$ cat config.mk
export PLATFORM = sky130hd
export DESIGN_NAME = rr_onehot_arbiter
export DESIGN_NICKNAME = d
export VERILOG_FILES = /design/src/rtl/rr_onehot_arbiter.sv
export SDC_FILE = /design/constraint.sdc
export NUM_CORES = 1
export LEC_CHECK = 0
export BUFFER_PORTS_ARGS = -buffer_cell sky130_fd_sc_hd__buf_4
export CORE_UTILIZATION = 51
export DETAILED_ROUTE_END_ITERATION = 10
export GPL_TIMING_DRIVEN = 0
export PLACE_DENSITY = 0.87
export SYNTH_ARGS = -nofsm -noshare
export SYNTH_HDL_FRONTEND = slang
export SYNTH_SLANG_ARGS = --single-unit
$ cat constraint.sdc
create_clock -name clk -period 2.44 [get_ports clk]
set_input_delay 0.366 -clock clk [delete_from_list [all_inputs] [get_ports clk]]
set_output_delay 0.366 -clock clk [all_outputs]
set_load 0.01 [all_outputs]
$ cat src/rtl/rr_onehot_arbiter.sv
// Round-robin arbiter with registered one-hot and binary grant outputs; grants are held until done.
// Optional hold-time limit with forced release is enabled by defining RR_ARB_TIMEOUT_EN.
module rr_onehot_arbiter #(
    parameter int N        = 4,
    parameter int IDX_W    = $clog2(N),
    parameter int MAX_HOLD = 16
) (
    input  logic             clk,
    input  logic             reset_n,
    input  logic [N-1:0]     req,
    input  logic             done,
    output logic [N-1:0]     grant,
    output logic [IDX_W-1:0] grant_idx,
    output logic             grant_valid,
    output logic             timeout
);

    typedef enum logic {IDLE, BUSY} state_t;

    state_t           state, state_nxt;
    logic [IDX_W-1:0] ptr, ptr_nxt;
    logic [IDX_W-1:0] idx_nxt, arb_ptr, winner;
    logic             valid_nxt, release_now, expire, new_grant;

    if (N < 2 || MAX_HOLD < 2) begin : g_bad_param
        $error("rr_onehot_arbiter: N and MAX_HOLD must both be >= 2");
    end

    // Circular first-set scan of r starting at position p.
    function automatic logic [IDX_W-1:0] pick(input logic [N-1:0] r, input logic [IDX_W-1:0] p);
        logic [IDX_W-1:0] w, pos;
        logic             found;
        int               j;
        w     = '0;
        found = 1'b0;
        for (int k = 0; k < N; k++) begin
            j = int'(p) + k;
            if (j >= N) j = j - N;
            pos = IDX_W'(j);
            if (!found && r[pos]) begin
                w     = pos;
                found = 1'b1;
            end
        end
        return w;
    endfunction

    function automatic logic [IDX_W-1:0] wrap_inc(input logic [IDX_W-1:0] i);
        return (i == IDX_W'(N - 1)) ? '0 : i + IDX_W'(1);
    endfunction

    function automatic logic [N-1:0] decode(input logic [IDX_W-1:0] i);
        logic [N-1:0] one;
        one    = '0;
        one[i] = 1'b1;
        return one;
    endfunction

`ifdef RR_ARB_TIMEOUT_EN
    localparam int HOLD_W = $clog2(MAX_HOLD);
    logic [HOLD_W-1:0] hold_cnt;

    // hold_cnt is 0 in the first BUSY cycle, so MAX_HOLD-1 marks the last allowed cycle.
    assign expire = (state == BUSY) && !done && (hold_cnt == HOLD_W'(MAX_HOLD - 1));

    always_ff @(posedge clk or negedge reset_n) begin
        if (!reset_n) begin
            hold_cnt <= '0;
            timeout  <= 1'b0;
        end else begin
            timeout <= expire;
            if (new_grant)
                hold_cnt <= '0;
            else if (state == BUSY)
                hold_cnt <= hold_cnt + HOLD_W'(1);
        end
    end
`else
    assign expire  = 1'b0;
    assign timeout = 1'b0;
`endif

    assign release_now = (state == BUSY) && (done || expire);
    // A release re-arbitrates from the slot after the outgoing owner on the same edge.
    assign arb_ptr     = release_now ? wrap_inc(grant_idx) : ptr;
    assign winner      = pick(req, arb_ptr);
    assign new_grant   = (state_nxt == BUSY) && ((state == IDLE) || release_now);

    // NOTE: every always_comb output gets a default first so no path can infer a latch.
    always_comb begin
        state_nxt = state;
        ptr_nxt   = ptr;
        valid_nxt = grant_valid;
        idx_nxt   = grant_idx;
        case (state)
            IDLE: begin
                if (|req) begin
                    state_nxt = BUSY;
                    valid_nxt = 1'b1;
                    idx_nxt   = winner;
                end
            end
            BUSY: begin
                if (release_now) begin
                    ptr_nxt = arb_ptr;
                    if (|req) begin
                        idx_nxt = winner;
                    end else begin
                        state_nxt = IDLE;
                        valid_nxt = 1'b0;
                        idx_nxt   = '0;
                    end
                end
            end
            default: state_nxt = IDLE;
        endcase
    end

    // NOTE: state registers use non-blocking assignments so all of them update together on the edge.
    always_ff @(posedge clk or negedge reset_n) begin
        if (!reset_n) begin
            state       <= IDLE;
            ptr         <= '0;
            grant       <= '0;
            grant_idx   <= '0;
            grant_valid <= 1'b0;
        end else begin
            state       <= state_nxt;
            ptr         <= ptr_nxt;
            grant       <= valid_nxt ? decode(idx_nxt) : '0;
            grant_idx   <= idx_nxt;
            grant_valid <= valid_nxt;
        end
    end

endmodule

==> flow_summary.json <==
{
  "endpoint_kind": "flop",
  "cpPeakStageDelay_ps": 480,
  "cts_root_buf": "clkbuf_4",
  "synth_top_family_by_area": "compound AO/OA/AOI/OAI gates",
  "start_util": 0.5779,
  "maxSlewHeadroom": 0.5907,
  "die_area_sq_mm": 0.001459,
  "cts_tree": "yes",
  "cp_max_fo": 8,
  "layout.cells.non_filler": 106,
  "coreArea_sq_mm": 0.001156,
  "syn-instance-count": 74,
  "pin_count": 15,
  "port_buffers": 13,
  "antenna_found_initial": 0,
  "setup_viol": 0,
  "ant_nets": 0,
  "ys_warn_count": 0,
  "synth_xor_area_frac": 0,
  "postCtsResizedCells": 0,
  "cts_made_buffers": 3,
  "hpwl_mm": 1.333,
  "avgViaCountPerCell": 6.509,
  "powerDensity_mw_per_mm2": 851.7,
  "drtIter0Drc": 42,
  "rows": 12,
  "gp_congestion": 0.8760,
  "synthMuxAreaShare": 0,
  "drive_above_1_share": 0.2935,
  "status": "finished clean",
  "p_leak_nw": 0.3743,
  "hp-class": "input pin to flop",
  "start_kind": "flop",
  "crit_chain": "ha_1, nand4bb_1, and4_1, o21ai_2, a41oi_1, a211oi_1",
  "clk_pin_slew_worst_paths_ps": 70,
  "fin_skew_ps": 3.901,
  "wl_per_cell_um": 16.83,
  "nets": 101,
  "drv_slew": 0,
  "max_freq_ghz": 0.4619,
  "drt_pass1_iterations": 4,
  "htreeDepth": 1,
  "syn_to_final_growth_pct": 24.16,
  "synth_compound_area_frac": 0.3390,
  "synth_top_area_share": 0.3745,
  "vias": 690,
  "post-route-min-period_ps": 2165,
  "crit_path_top_delay_cell": "dfrtp_1",
  "yosys.area.top_type": "dfrtp_1",
  "wl_mm": 1.784,
  "period_share": 0.8873,
  "worstPathRequired_ps": 2610,
  "clk_latency_ps": 270,
  "gr-total-overflow": 0,
  "ys_ff_latch": 10,
  "grt_use_total": 0.3054,
  "arrival_ps": 2330,
  "vdd_drop_max_v": 0.0005406,
  "grt_pass1_vias": 636,
  "cts_buffer_depth": 2,
  "maxCapViolCount": 0,
  "tns_ps": 0,
  "grt_max_degree": 11,
  "dp.cells": 101,
  "grt_pass1_wl_mm": 2.918,
  "clock-sinks": 10,
  "syn-cell-area_sq_um": 668.1,
  "synth_cell_type_count": 38,
  "max_slew.worst_pin.slew_ps": 608.4,
  "ys_top_cells_by_area": "dfrtp_1, nand2_1, a221oi_2",
  "drc_errors": 0,
  "critPathKind": "flop to flop",
  "diodes": 0,
  "die_x_um": 38.20,
  "synth_simple_gate_area_frac": 0.2154,
  "yosys.area_share.adder": 0.01873,
  "hold_viol": 0,
  "synth.net_count": 82,
  "syn_area_per_cell_sq_um": 9.029,
  "ys_seq_area_frac": 0.3745,
  "rsz0062_at_grt": "false",
  "die_h_um": 38.20,
  "fill_cells": 85
}
## Yosys cell counts
library cell and instances:
o21bai_1 1, a221oi_2 2, nor2_1 3, o2111ai_1 1
a31oi_1 1, buf_4 2, o221ai_1 1, buf_2 1
a311oi_1 2, a21bo_2 2, nand3_2 1, o21ai_1 3
a21oi_1 5, inv_1 3, a41oi_1 1, nor4_1 1
nand4bb_1 1, or2_2 1, nor2b_1 2, a21boi_0 1
o21ai_0 3, a211oi_1 1, o21ai_2 1, and4_1 1
nand2_1 9, conb_1 1, a31o_1 1, nand3_1 1
a32oi_1 1, nand2b_1 2, nand4_1 1, and3_1 2
o31ai_1 1, a22oi_1 1, dfrtp_1 10, or4_1 1
ha_1 1, o21a_1 1
## report_power, final
group | total, mW | leakage (nW) | internal (mW) | switching, mW
clock network | 0.153 | 0.0210 | 0.0908 | 0.0621
logic | 0.297 | 0.230 | 0.137 | 0.160
registers | 0.256 | 0.124 | 0.208 | 0.0484
## timing repair
action / CTS / global route
setup buffers: 0 / 0
endpoints found under the hold margin: 10 / 0
hold buffers: 1 / 0
## critical path: cells and delay by family (launching register included)
family,cells,cell delay (ps)
AOI/OAI and AO/OA,3,710
adders and majority gates,1,260
DFF,1,480
and+or+nand+nor,2,600
## cell families after synthesis
logic type	after synthesis
and+or+nand+nor	26
AOI/OAI and AO/OA	30
other	1
adders and majority gates	1
DFF	10
buffers and inverters	6
## registers in the layout, summed over array words and instances, names as in the netlist
| signal | flops |
|---|---|
| grant | 4 |
| grant_idx | 2 |
| state | 1 |
| grant_valid | 1 |
| ptr | 2 |
## final timing paths
path	from	depth (start not counted)	slack [ps]	to
setup / recovery	grant_idx[0]	6	270	grant[2]
max in group asynchronous	reset_n	2	1850	grant_idx[1]
hold / removal	req[1]	3	400	state
hold reg to reg	grant_valid	2	670	grant_valid
setup reg to reg	grant_idx[0]	6	270	grant[2]
min in group asynchronous	reset_n	2	450	state
## through the flow
step                power, mW  setup slack [ps]  cell area (sq um)  hold slack (ps)    util
floorplan              0.4307             612.2              668.1            70.41       -
detailed placement     0.5455             341.6              783.3            202.8  0.6775
finish                 0.7065             275.0              829.5            402.3  0.7175
global placement       0.5234             458.9              783.3            196.9  0.6775
global route           0.7475             187.4              829.5            394.0  0.7175
CTS                    0.6995             328.9              829.5            386.4  0.7175
## metal layers
| metal | part of all wire | up-vias | GRT usage |
|---|---|---|---|
| met1 | 0.40 | 304 | 0.3713 |
| met4 | 0.032 | 0 | 0.1875 |
| met5 | 0 | - | 0 |
| met2 | 0.48 | 56 | 0.4831 |
| met3 | 0.092 | 11 | 0.06977 |
| li1 | - | 319 | - |
## layout by cell type (no fill, tap or decap), types with 3 or more instances in the layout
cell type,netlist,layout
nand2_1,9,9
buf_4,2,15
inv_1,3,3
clkbuf_4,0,3
dfrtp_1,10,10
nor2_1,3,3
a21oi_1,5,5
o21ai_1,3,3
o21ai_0,3,3
## cell type report
type / instances / area, sq um / share of cell area
Tap cell: 14 / 17.52 / 0.02112
Multi-Input combinational cell: 58 / 386.6 / 0.4661
Clock buffer: 4 / 36.28 / 0.04374
Buffer: 3 / 20.02 / 0.02413
Timing Repair Buffer: 14 / 107.6 / 0.1297
Sequential cell: 10 / 250.2 / 0.3017
Inverter: 3 / 11.26 / 0.01357
(Power assumes the default switching activity.)
